### config.mk
export PLATFORM = sky130hd
export DESIGN_NAME = voice_alloc
export DESIGN_NICKNAME = d
export VERILOG_FILES = /design/src/rtl/voice_alloc.sv
export SDC_FILE = /design/constraint.sdc
export NUM_CORES = 1
export LEC_CHECK = 0
export BUFFER_PORTS_ARGS = -buffer_cell sky130_fd_sc_hd__buf_2
export CORE_AREA = 2 2 116 230
export DETAILED_ROUTE_END_ITERATION = 6
export DIE_AREA = 0 0 118 232
export HOLD_SLACK_MARGIN = 0.1
export PLACE_DENSITY = 0.41
export SYNTH_ARGS = -nofsm -noshare
export SYNTH_HDL_FRONTEND = slang
export SYNTH_SLANG_ARGS = --single-unit
### constraint.sdc
create_clock -name clk -period 4.1 [get_ports clk]
set_input_delay 0.41 -clock clk [delete_from_list [all_inputs] [get_ports clk]]
set_output_delay 0.41 -clock clk [all_outputs]
set_load 0.005 [all_outputs]
### src/rtl/voice_alloc.sv
// Polyphonic voice allocator: maps MIDI note-on/off events onto VOICES generator slots, stealing the oldest when full.
// Latency: VOICES+1 clock edges from midi_rdy to the voice_upd strobe (one scan cycle per voice plus a commit).
// Backpressure: none upstream; events arriving while busy are dropped and flagged by the sticky overflow bit.

`ifndef MIDI_CMD_SIZE
`define MIDI_CMD_SIZE 3
`endif
`ifndef MIDI_CMD_NOTE_OFF
`define MIDI_CMD_NOTE_OFF 3'd1
`endif
`ifndef MIDI_CMD_NOTE_ON
`define MIDI_CMD_NOTE_ON 3'd2
`endif

module voice_alloc #(
    parameter int VOICES  = 4,
    parameter int CHANNEL = 16
) (
    input  logic                      clk,
    input  logic                      reset_n,
    input  logic                      midi_rdy,
    input  logic [`MIDI_CMD_SIZE-1:0] midi_cmd,
    input  logic [3:0]                midi_ch_sysn,
    input  logic [6:0]                midi_data0,
    input  logic [6:0]                midi_data1,
    output logic [VOICES*7-1:0]       voice_note,
    output logic [VOICES*7-1:0]       voice_vel,
    output logic [VOICES-1:0]         voice_gate,
    output logic                      voice_upd,
    output logic [2:0]                voice_upd_idx,
    output logic                      busy,
    output logic                      overflow
);

    localparam int            SW   = (VOICES > 1) ? $clog2(VOICES) : 1;
    localparam logic [SW-1:0] LAST = SW'(VOICES - 1);

    typedef enum logic [1:0] {
        IDLE   = 2'd0,
        SCAN   = 2'd1,
        COMMIT = 2'd2
    } state_t;

    state_t state_q, state_d;

    // latched event and scan bookkeeping
    logic [SW-1:0] scan_idx_q, scan_idx_d;
    logic          ev_on_q, ev_on_d;
    logic [6:0]    ev_note_q, ev_note_d;
    logic [6:0]    ev_vel_q, ev_vel_d;
    logic          match_found_q, match_found_d;
    logic [SW-1:0] match_idx_q, match_idx_d;
    logic          free_found_q, free_found_d;
    logic [SW-1:0] free_idx_q, free_idx_d;
    logic [SW-1:0] old_idx_q, old_idx_d;
    logic [7:0]    old_age_q, old_age_d;

    // per-voice state
    logic [6:0]        note_q [VOICES];
    logic [6:0]        note_d [VOICES];
    logic [6:0]        vel_q  [VOICES];
    logic [6:0]        vel_d  [VOICES];
    logic [7:0]        age_q  [VOICES];
    logic [7:0]        age_d  [VOICES];
    logic [VOICES-1:0] gate_q, gate_d;

    logic       upd_q, upd_d;
    logic [2:0] upd_idx_q, upd_idx_d;
    logic       overflow_q, overflow_d;

    logic          is_on, is_off, ch_ok, accept;
    logic          hit;
    logic [SW-1:0] tgt;

    // event qualification: note commands on the selected channel (or any in omni mode)
    always_comb begin
        is_on  = (midi_cmd == `MIDI_CMD_NOTE_ON);
        is_off = (midi_cmd == `MIDI_CMD_NOTE_OFF);
        ch_ok  = (CHANNEL == 16) || (midi_ch_sysn == 4'(CHANNEL));
        accept = midi_rdy && (is_on || is_off) && ch_ok;
    end

    // FSM state register
    always_ff @(posedge clk or negedge reset_n) begin
        if (!reset_n) begin
            state_q <= IDLE;
        end else begin
            state_q <= state_d;
        end
    end

    // FSM next-state: one scan cycle per voice, then a single commit cycle
    always_comb begin
        state_d = state_q;
        case (state_q)
            IDLE:    if (accept) state_d = SCAN;
            SCAN:    if (scan_idx_q == LAST) state_d = COMMIT;
            COMMIT:  state_d = IDLE;
            default: state_d = IDLE;
        endcase
    end

    // FSM outputs and flattening of per-voice state onto the packed output buses
    always_comb begin
        busy          = (state_q != IDLE);
        voice_upd     = upd_q;
        voice_upd_idx = upd_idx_q;
        overflow      = overflow_q;
        voice_gate    = gate_q;
        voice_note    = '0;
        voice_vel     = '0;
        for (int i = 0; i < VOICES; i++) begin
            voice_note[7*i +: 7] = note_q[i];
            voice_vel[7*i +: 7]  = vel_q[i];
        end
    end

    // event latch and per-cycle scan: track first match, lowest free and oldest voice
    always_comb begin
        scan_idx_d    = scan_idx_q;
        ev_on_d       = ev_on_q;
        ev_note_d     = ev_note_q;
        ev_vel_d      = ev_vel_q;
        match_found_d = match_found_q;
        match_idx_d   = match_idx_q;
        free_found_d  = free_found_q;
        free_idx_d    = free_idx_q;
        old_idx_d     = old_idx_q;
        old_age_d     = old_age_q;
        hit           = gate_q[scan_idx_q] && (note_q[scan_idx_q] == ev_note_q);

        if (state_q == IDLE && accept) begin
            scan_idx_d = '0;
            // velocity-zero note-on is the running-status idiom for note-off
            ev_on_d    = is_on && (midi_data1 != 7'd0);
            ev_note_d  = midi_data0;
            ev_vel_d   = midi_data1;
        end

        if (state_q == SCAN) begin
            scan_idx_d = scan_idx_q + 1'b1;
            if (scan_idx_q == '0) begin
                // first voice seeds all three candidates
                match_found_d = hit;
                match_idx_d   = scan_idx_q;
                free_found_d  = !gate_q[scan_idx_q];
                free_idx_d    = scan_idx_q;
                old_idx_d     = scan_idx_q;
                old_age_d     = age_q[scan_idx_q];
            end else begin
                if (!match_found_q && hit) begin
                    match_found_d = 1'b1;
                    match_idx_d   = scan_idx_q;
                end
                if (!free_found_q && !gate_q[scan_idx_q]) begin
                    free_found_d = 1'b1;
                    free_idx_d   = scan_idx_q;
                end
                // strict compare keeps the lowest index on equal ages
                if (age_q[scan_idx_q] > old_age_q) begin
                    old_idx_d = scan_idx_q;
                    old_age_d = age_q[scan_idx_q];
                end
            end
        end
    end

    // commit: apply the selected voice write, age the rest, raise the update strobe
    always_comb begin
        for (int i = 0; i < VOICES; i++) begin
            note_d[i] = note_q[i];
            vel_d[i]  = vel_q[i];
            age_d[i]  = age_q[i];
        end
        gate_d     = gate_q;
        upd_d      = 1'b0;
        upd_idx_d  = upd_idx_q;
        overflow_d = overflow_q | (accept && (state_q != IDLE));
        tgt        = match_found_q ? match_idx_q : (free_found_q ? free_idx_q : old_idx_q);

        if (state_q == COMMIT) begin
            if (ev_on_q) begin
                for (int i = 0; i < VOICES; i++) begin
                    if (SW'(i) == tgt) begin
                        note_d[i] = ev_note_q;
                        vel_d[i]  = ev_vel_q;
                        age_d[i]  = 8'd0;
                        gate_d[i] = 1'b1;
                    end else if (age_q[i] != 8'hFF) begin
                        age_d[i] = age_q[i] + 8'd1;
                    end
                end
                upd_d     = 1'b1;
                upd_idx_d = 3'(tgt);
            end else if (match_found_q) begin
                gate_d[match_idx_q] = 1'b0;
                upd_d               = 1'b1;
                upd_idx_d           = 3'(match_idx_q);
            end
        end
    end

    // datapath registers; reset mid-event discards everything latched so far
    always_ff @(posedge clk or negedge reset_n) begin
        if (!reset_n) begin
            scan_idx_q    <= '0;
            ev_on_q       <= 1'b0;
            ev_note_q     <= '0;
            ev_vel_q      <= '0;
            match_found_q <= 1'b0;
            match_idx_q   <= '0;
            free_found_q  <= 1'b0;
            free_idx_q    <= '0;
            old_idx_q     <= '0;
            old_age_q     <= '0;
            gate_q        <= '0;
            upd_q         <= 1'b0;
            upd_idx_q     <= '0;
            overflow_q    <= 1'b0;
            for (int i = 0; i < VOICES; i++) begin
                note_q[i] <= '0;
                vel_q[i]  <= '0;
                age_q[i]  <= '0;
            end
        end else begin
            scan_idx_q    <= scan_idx_d;
            ev_on_q       <= ev_on_d;
            ev_note_q     <= ev_note_d;
            ev_vel_q      <= ev_vel_d;
            match_found_q <= match_found_d;
            match_idx_q   <= match_idx_d;
            free_found_q  <= free_found_d;
            free_idx_q    <= free_idx_d;
            old_idx_q     <= old_idx_d;
            old_age_q     <= old_age_d;
            gate_q        <= gate_d;
            upd_q         <= upd_d;
            upd_idx_q     <= upd_idx_d;
            overflow_q    <= overflow_d;
            for (int i = 0; i < VOICES; i++) begin
                note_q[i] <= note_d[i];
                vel_q[i]  <= vel_d[i];
                age_q[i]  <= age_d[i];
            end
        end
    end

endmodule

==> impl_metrics.yaml, run 1 <==
die:
  ios: 90
  die_w_um: 118
  row_count: 83
  coreArea_um2: 25650
  start_util_pct: 24.47
  design.die.area_um2: 27380
  die_y_um: 232
placement:
  dp_hpwl_um: 13580
  port_buffers: 84
  gp_congestion: 0.7778
  pre_cts_ws_ns: 0.7194
job:
  drv_cap: 0
timing:
  slew_headroom_pct: 33.12
  setup_viol: 0
  fin_ws_ns: 0.7853
  setup_tns_ns: 0
  max_freq_mhz: 301.7
  rsz0062_at_grt: "false"
  tightest_slew_ns: 1.003
  drv_slew: 0
  hold_viol: 0
  layout_min_cycle_time_ns: 3.315
  finClkSkew_ns: 0.009386
  post-route-period-util_pct: 80.85
logic_synthesis:
  synthesis.instances: 568
  syn-cell-area_um2: 6276
  ys_ff_latch: 131
  syn_area_per_cell_um2: 11.05
  ys_warn_count: 0
  synthArstFlopShare_pct: 100.0
  synth_seq_area_share_pct: 52.23
  synth_edf_count: 0
  syn_nets: 606
  netlist.area_leader.share_pct: 52.23
  synthDistinctLibCells: 51
  synth_area_leaders: "dfrtp_1 52%, mux2_2 9.7%, nand2_1 6.8%, mux4_1 3.8%, xnor2_1 3.1%"
  yosysTopAreaCell: "dfrtp_1"
  synthFlopType: "dfrtp_1"
pwr:
  ir_drop_mv: 0.3074
  leakagePower_nw: 3.798
  powerDensity_nw_per_um2: 620.6
hold_path:
  hp-class: "input pin to async pin"
finish:
  syn_to_final_growth_pct: 23.60
  num-fill-cells: 2673
  drive_above_1_share_pct: 29.17
  nets: 697
  insertedDiodeCount: 0
worst_setup_path:
  crit_type: "flip-flop to flip-flop"
  worstPathRequired_ns: 4.41
  reg2reg_from: "scan_idx_q[0]"
  rr_worst_depth: 9
  path_cells: "buf_4, mux4_2, ha_1, a21oi_1, nor2b_1, o21ai_0, nand2_1, o21ai_2, mux2_2"
  ff2ff_setup_slack_ns: 0.79
  cp_num_buf_inv: 1
  crit_family: "multiplexers"
  crit_fanout: 10
  endpoint: "old_idx_q[0]"
  worstReg2RegEnd: "old_idx_q[0]"
  critPathMaxStageDelay_ns: 0.64
  path_depth: 9
  cp-start-kind: "flip-flop"
  cp.arrival_ns: 3.62
  critPathSlowestCell: "dfrtp_1"
  startpoint: "scan_idx_q[0]"
  crit_path_end_kind: "flip-flop"
clock_network:
  postCtsSetupRepairBufs: 0
  cts_tree: "done"
  worstSkewPairLatency_ns: 0.43
  cts_resized: 0
  cts.sinks: 131
  clock-root-buffer: "clkbuf_16"
  cts_buffers: 17
  htree_levels: 4
  holdBufCountCts: 0
  clk_pin_slew_ns: 0.06
  clockBufferDepth: 2
grt:
  antenna_found_initial: 0
  grt_overflow: 0
  grtUsageMet2_pct: 28.43
  first_global_vias: 4909
  gr-usage-all-layers_pct: 14.01
  met1_usage_pct: 13.36
  grt_max_degree: 74
  met3_usage_pct: 2.775
  busiest_layer: "met2"
  grt_pass1_wl_um: 28800
routing:
  drt_iter0_drc: 188
  route.detailed.drc: 0
  wire_per_inst_um: 18.21
  totalWireLength_um: 18430
  ant_nets: 0
  vias: 4598
  via_per_inst: 4.543
  dr.pass1.iters: 4
run_status:
  outcome: "completed"
==> kinds of logic after synthesis <==
family	Yosys count	share of synthesized area (%)
simple gates	211	15.65
flops	131	52.23
mux	74	16.61
compound gates	69	6.340
buf+inv	45	3.110
xor+xnor	23	3.210
fa+ha+maj	14	2.791
other cells	1	0.05975
==> cells in the final DEF (no fill, tap or decap), types with 3 or more instances in the layout <==
cell | netlist | layout
o21ai_0 | 33 | 33
clkbuf_16 | 0 | 17
mux2_2 | 54 | 54
nand3_1 | 18 | 18
clkinv_2 | 0 | 4
bufinv_16 | 0 | 5
nor2b_1 | 3 | 3
nor4b_1 | 3 | 3
inv_1 | 23 | 23
clkbuf_8 | 0 | 3
dfrtp_1 | 131 | 131
mux4_2 | 7 | 7
nor2_2 | 2 | 3
nand2_1 | 113 | 113
buf_4 | 2 | 10
nor3_1 | 3 | 3
mux4_1 | 9 | 9
mux2i_1 | 4 | 4
a21oi_1 | 19 | 19
nand4_1 | 11 | 11
buf_2 | 3 | 83
nor2_1 | 26 | 25
o21a_1 | 3 | 3
nor4_1 | 9 | 9
xnor2_1 | 22 | 22
and3_1 | 6 | 6
ha_1 | 14 | 14
nand2b_1 | 3 | 3
==> where the power goes <==
part           internal, W  leakage (nW)  switching (W)
logic             0.000555          1.71       0.000646
registers          0.00158          1.77       0.000334
clock network      0.00112         0.320       0.000579
==> through the flow <==
step,util (%),power [W],cells,instance area (um2),hold WS [ns]
final,30.24,0.004814,1012,7757,0.1384
after global routing,30.24,0.005083,1012,7757,0.1938
after CTS,30.24,0.004886,1012,7757,0.1763
after detailed placement,27.70,0.003174,980,7106,0.4606
after global placement,27.70,0.003138,980,7106,0.4587
after floorplan,-,0.002584,568,6276,0.1144
==> cell usage after synthesis (4+ instances only) <==
cell type	count
a21oi_1	19
and3_1	6
clkbuf_1	13
dfrtp_1	131
ha_1	14
inv_1	23
mux2_2	54
mux2i_1	4
mux4_1	9
mux4_2	7
nand2_1	113
nand3_1	18
nand4_1	11
nor2_1	26
nor4_1	9
o21ai_0	33
xnor2_1	22
==> final cells by class <==
type	instances	area [um2]	share of cell area (%)
Inverter	23	86.33	1.113
Tap cell	340	425.4	5.484
Timing Repair Buffer	94	510.5	6.581
Clock buffer	22	474.2	6.113
Sequential cell	131	3278	42.26
Clock inverter	10	177.7	2.290
Multi-Input combinational cell	392	2805	36.16
==> worst reg2reg max path: cells and delay by family (launching register included) <==
| kind | cells | cell delay [ns] |
|---|---|---|
| fa+ha+maj | 1 | 0.31 |
| buf+inv | 1 | 0.32 |
| flops | 1 | 0.64 |
| compound gates | 3 | 0.83 |
| mux | 2 | 0.96 |
| simple gates | 2 | 0.14 |
==> metal layers <==
| layer | vias up | part of all wire, % |
|---|---|---|
| met5 | - | 0 |
| met1 | 2328 | 36 |
| li1 | 2173 | - |
| met2 | 78 | 60 |
| met4 | 0 | 2.4 |
| met3 | 19 | 2.3 |
==> sequential cells by signal, indices dropped and copies added, names as in the netlist, 4 cells and up <==
signal,cells
voice_vel,28
voice_gate,4
ev_note_q,7
ev_vel_q,7
old_age_q,8
voice_note,28
age_q,32
==> how the worst min path moves through the flow <==
stage                     to  cells past startpoint
5_1_grt              ev_on_q                      2
2_1_floorplan       age_q[0]                      0
3_3_place_gp   voice_vel[11]                      2
4_1_cts          ev_vel_q[1]                      1
3_5_place_dp        overflow                      1
6_report         ev_vel_q[1]                      1
Note: power is estimated with default switching activity, not from simulation.
==> run 2, diff against run 1 <==
Clock period 4.1 ns to 3.4 ns, I/O delays scaled along.
==> impl_metrics.yaml, run 2 (synthesis gave the netlist of run 1 again) <==
clock_network:
  htree_levels: 4
  worstSkewPairLatency_ns: 0.43
  cts.sinks: 131
  postCtsSetupRepairBufs: 0
  clk_pin_slew_ns: 0.05
  cts_buffers: 17
  clock-root-buffer: "clkbuf_16"
  cts_tree: "done"
  holdBufCountCts: 1
  cts_resized: 0
  clockBufferDepth: 2
pwr:
  power.switching_w: 0.001841
  comb_power_share_pct: 26.9
  clkPwrFrac_pct: 32.2
  seqPwrFrac_pct: 40.9
  switching_share_pct: 32.94
  leakagePower_nw: 3.799
  powerDensity_nw_per_um2: 722.3
  intPower_w: 0.003748
  ir_drop_mv: 0.4789
timing:
  setup_viol: 0
  post-route-period-util_pct: 86.10
  drv_slew: 0
  fin_ws_ns: 0.4727
  rsz0062_at_grt: "false"
  finClkSkew_ns: 0.006242
  slew_headroom_pct: 51.14
  layout_min_cycle_time_ns: 2.927
  finalHoldWorstSlack_ns: 0.1202
  tightest_slew_ns: 0.7329
  hold_viol: 0
  max_freq_mhz: 341.6
  setup_tns_ns: 0
routing:
  vias: 4673
  via_per_inst: 4.590
  drt_iter0_drc: 209
  ant_nets: 0
  dr.pass1.iters: 4
  route.detailed.drc: 0
  totalWireLength_um: 18340
  wire_per_inst_um: 18.02
finish:
  final_area_um2: 7739
  num-fill-cells: 2745
  syn_to_final_growth_pct: 23.31
  insertedDiodeCount: 0
  final_cells: 1018
  largest_reg_flops: 32
  final_common_cell: "dfrtp_1"
  mostFrequentLayoutCells: "131 x dfrtp_1, 113 x nand2_1, 83 x buf_2"
  regMostFlops: "age_q"
  nets: 705
  drive_above_1_share_pct: 29.35
die:
  ios: 90
  die_w_um: 118
  design.die.area_um2: 27380
  die_y_um: 232
  start_util_pct: 24.47
  coreArea_um2: 25650
  row_count: 83
hold_path:
  hp-class: "input pin to flip-flop"
placement:
  dp_hpwl_um: 13840
  placed_area_um2: 7158
  pre_cts_ws_ns: 0.4517
  gp_congestion: 0.8699
  placedCellCount: 987
  port_buffers: 84
worst_setup_path:
  crit_type: "flip-flop to flip-flop"
  cp-start-kind: "flip-flop"
  worstPathRequired_ns: 3.71
  crit_fanout: 10
  crit_path_end_kind: "flip-flop"
  cp.arrival_ns: 3.24
grt:
  grt_overflow: 0
  grt_pass1_wl_um: 28730
  grt_max_degree: 61
  first_global_vias: 5003
  gr-usage-all-layers_pct: 14.05
  antenna_found_initial: 0
job:
  drv_cap: 0
run_status:
  outcome: "completed"
[run 2: cell types whose count changed in the layout (fill, tap and decap cells not counted), sizes merged]
cell / before / now
buf: 94 / 101
clkbuf: 22 / 25
bufinv: 5 / 2
dlygate4sd3: 0 / 1
clkinvlp: 1 / 0
clkinv: 4 / 3
[run 2: worst paths after layout]
kind                       cells past startpoint  slack, ns            end           from
setup / recovery                              10       0.47   old_idx_q[1]  scan_idx_q[0]
hold / removal                                 2       0.12        ev_on_q    midi_cmd[0]
setup reg to reg                              10       0.47   old_idx_q[1]  scan_idx_q[0]
hold reg to reg                                2       0.48  voice_vel[11]  voice_vel[11]
max in group asynchronous                      3       2.11       age_q[6]        reset_n
min in group asynchronous                      2       0.51  voice_vel[22]        reset_n
[run 2: worst max-delay path: stages, from the launching register on]
cell,delay (ns)
dfrtp_1,0.38
buf_4,0.26
buf_4,0.20
mux4_1,0.59
ha_1,0.32
nand4_1,0.12
nor2_1,0.13
a21oi_1,0.08
o21ai_2,0.17
buf_4,0.22
mux2_2,0.33
[run 2: per-stage QoR]
step                util, %  total power (W)
floorplan                 -         0.003116
global placement      27.91         0.003810
detailed placement    27.91         0.003848
CTS                   30.17         0.005684
global route          30.17         0.005920
finish                30.17         0.005589
[run 2: cell type report]
class	instances	area [um2]	share of cell area [%]
sequential	131	3278	42.36
multi-input combinational	392	2805	36.25
timing repair buffer	102	573.1	7.405
clock buffer	25	495.5	6.403
tap	340	425.4	5.497
inverter	23	86.33	1.116
clock inverter	5	75.07	0.9701
[run 2: metal layers]
metal / wire, um / GRT usage [%] / part of all wire [%]
met3: 554 / 3.364 / 3.0
met5: 0 / 0 / 0
met1: 6243 / 12.69 / 34
met4: 563 / 6.739 / 3.1
met2: 10980 / 28.47 / 60
[run 2: power groups by stage]
stage / Combinational (W) / Clock (W) / Sequential [W]
6_report: 0.00150 / 0.00180 / 0.00229
5_1_grt: 0.00165 / 0.00192 / 0.00234
4_1_cts: 0.00154 / 0.00185 / 0.00229
3_5_place_dp: 0.00153 / 0 / 0.00231
3_3_place_gp: 0.00151 / 0 / 0.00230
2_1_floorplan: 0.000940 / 0 / 0.00218
==> run 3, diff against run 2 <==
Settings changed: ABC_AREA from default to 1, CAP_MARGIN from default to 25, CORE_AREA 2 2 116 230 to 2 2 117 232, DIE_AREA 0 0 118 232 to 0 0 119 234.
==> impl_metrics.yaml, run 3 <==
run_status:
  outcome: "completed"
grt:
  gr-usage-all-layers_pct: 14.90
  antenna_found_initial: 0
  grt_max_degree: 73
  first_global_vias: 5589
  grt_overflow: 0
  grt_pass1_wl_um: 31310
clock_network:
  clock-root-buffer: "clkbuf_16"
  clk_pin_slew_ns: 0.06
  clockBufferDepth: 2
  cts_buffers: 17
  cts.sinks: 131
  cts_tree: "done"
  worstSkewPairLatency_ns: 0.43
  htree_levels: 4
finish:
  mostFrequentLayoutCells: "201 x nand2_1, 131 x dfrtp_1, 100 x o21ai_0"
  final_common_cell: "nand2_1"
  area.sequential_um2: 3278
  largest_reg_flops: 32
  regMostFlops: "age_q"
  syn_to_final_growth_pct: 21.50
  num-fill-cells: 2852
  insertedDiodeCount: 0
  fin_util_pct: 29.69
  multi_input_area_um2: 2645
  nets: 901
  drive_above_1_share_pct: 16.82
logic_synthesis:
  synth_edf_count: 0
  synthArstFlopShare_pct: 100.0
  yosys.area_share.xor_xnor_pct: 0.9587
  synthesis.instances: 776
  synth-adder-area-share_pct: 2.739
  yosys-mux-area-fraction_pct: 0.1761
  netlist_top_cells_count: "201 x nand2_1, 131 x dfrtp_1, 100 x o21ai_0, 77 x inv_1, 52 x nand3_1"
  syn-cell-area_um2: 6395
  yosysTopAreaCell: "dfrtp_1"
  syn_nets: 814
  synthDistinctLibCells: 44
  netlist.area_leader.share_pct: 51.26
  ys_warn_count: 0
  synthSimpleGateAreaFrac_pct: 23.26
  synthFlopType: "dfrtp_1"
  synth_area_leaders: "dfrtp_1 51%, nand2_1 12%, o21ai_0 7.8%, inv_1 4.5%, nand3_1 4.1%"
  syn_area_per_cell_um2: 8.241
  synth_seq_area_share_pct: 51.26
  yosys.cell_count.top_type: "nand2_1"
  synth_compound_area_share_pct: 14.17
  synth_top_family_by_area: "simple AND/OR/NAND/NOR gates"
  ys_ff_latch: 131
routing:
  met3_length_um: 524
  wl_met1_um: 7562
  vias: 5357
  wire_per_inst_um: 16.00
  ant_nets: 0
  dr_wl_met2_um: 10700
  totalWireLength_um: 19480
  via_per_inst: 4.398
  top_layer_used: "met4"
  drt_iter0_drc: 166
  route.detailed.drc: 0
  dr.pass1.iters: 4
worst_setup_path:
  cp-start-kind: "flip-flop"
  path_common_cell: "a21oi_1"
  crit_path_end_kind: "flip-flop"
  path_depth: 12
  crit_family: "compound AO/OA/AOI/OAI gates"
  cp.arrival_ns: 2.98
  rr_worst_depth: 12
  critPathMaxStageDelay_ns: 0.38
  cp_num_buf_inv: 1
  path_cells: "inv_1, o21ai_0, a21oi_1, a21oi_1, ha_1, a21oi_1, o21a_1, nor2_1, o21ai_0, nand2_1, nor2_1, a21oi_1"
  crit_type: "flip-flop to flip-flop"
  worstPathRequired_ns: 3.69
  critPathSlowestCell: "nand2_1"
  crit_fanout: 20
timing:
  finClkSkew_ns: 0.009915
  tightest_slew_ns: 0.7144
  finalHoldWorstSlack_ns: 0.1600
  drv_slew: 0
  max_freq_mhz: 373.0
  rsz0062_at_grt: "false"
  slew_headroom_pct: 52.37
  setup_viol: 0
  setup_tns_ns: 0
  post-route-period-util_pct: 78.85
  layout_min_cycle_time_ns: 2.681
  hold_viol: 0
die:
  start_util_pct: 24.44
  die_y_um: 234
  ios: 90
  coreArea_um2: 26170
  die_w_um: 119
  row_count: 84
  design.die.area_um2: 27850
pwr:
  leakagePower_nw: 3.875
  clkPwrFrac_pct: 27.9
  seqPwrFrac_pct: 36.5
  powerDensity_nw_per_um2: 806.5
  power.switching_w: 0.002444
  switching_share_pct: 39.00
  comb_power_share_pct: 35.6
  ir_drop_mv: 0.3130
  intPower_w: 0.003823
placement:
  port_buffers: 84
  gp_congestion: 0.7889
  dp_hpwl_um: 14370
hold_path:
  hp-class: "input pin to flip-flop"
  holdPathStages: 3
job:
  drv_cap: 0
-- run 3: area by class of cell --
cell class / count / area share [%]
clock inverters: 4 / 0.6280
flip-flops and latches: 131 / 42.19
repair buffers: 98 / 7.069
well taps: 344 / 5.539
multi-input cells: 530 / 34.04
inverters: 85 / 4.106
clock buffers: 26 / 6.425
-- run 3: kinds of logic after synthesis --
kind of cell,Yosys count
and+or+nand+nor,339
AOI/OAI and AO/OA,168
DFF,131
buffers and inverters,115
adders and majority gates,14
xor gates and xnor gates,7
other,1
muxes,1
-- run 3: routing by layer --
layer  track usage [%]  up-vias
met5                 0        -
met4             7.403        0
met3             2.991       27
met2             27.95       97
met1             15.64     2526
li1                  -     2707
-- run 3: final timing paths --
kind | slack (ns) | to | startpoint
worst max-delay path | 0.72 | old_idx_q[0] | scan_idx_q[1]
worst min-delay path | 0.16 | ev_note_q[2] | midi_data0[2]
worst max register to register | 0.72 | old_idx_q[0] | scan_idx_q[1]
worst min register to register | 0.46 | overflow | overflow
max in group asynchronous | 2.12 | voice_upd_idx[0] | reset_n
min in group asynchronous | 0.49 | voice_vel[9] | reset_n
-- run 3: power groups by stage --
stage / Combinational (W) / Clock, W / Sequential [W]
after global routing: 0.00257 / 0.00186 / 0.00235
final: 0.00223 / 0.00175 / 0.00229
after global placement: 0.00226 / 0 / 0.00232
after floorplan: 0.00147 / 0 / 0.00226
after CTS: 0.00230 / 0.00181 / 0.00230
after detailed placement: 0.00229 / 0 / 0.00232
-- run 3: repair_timing --
| item | CTS | global route |
|---|---|---|
| hold buffers | 2 | 0 |
| resized for setup | 0 | 0 |
| setup buffers | 0 | 0 |
| hold endpoints to repair | 71 | 0 |
-- run 3: metrics by stage --
step	cell area, um2	setup WS [ns]	instances	power, W
floorplan	6395	1.096	776	0.003733
global placement	7202	0.7482	1186	0.004581
detailed placement	7202	0.7032	1186	0.004610
CTS	7770	0.6902	1218	0.006403
global route	7770	0.3219	1218	0.006780
finish	7770	0.7191	1218	0.006266
-- run 3: tightest hold or removal path, delay by kind of cell --
| family | cells | cell delay [ns] |
|---|---|---|
| AND/OR/NAND/NOR | 1 | 0.03 |
| buffers and inverters | 1 | 0.08 |
| AO/OA/AOI/OAI | 1 | 0.10 |
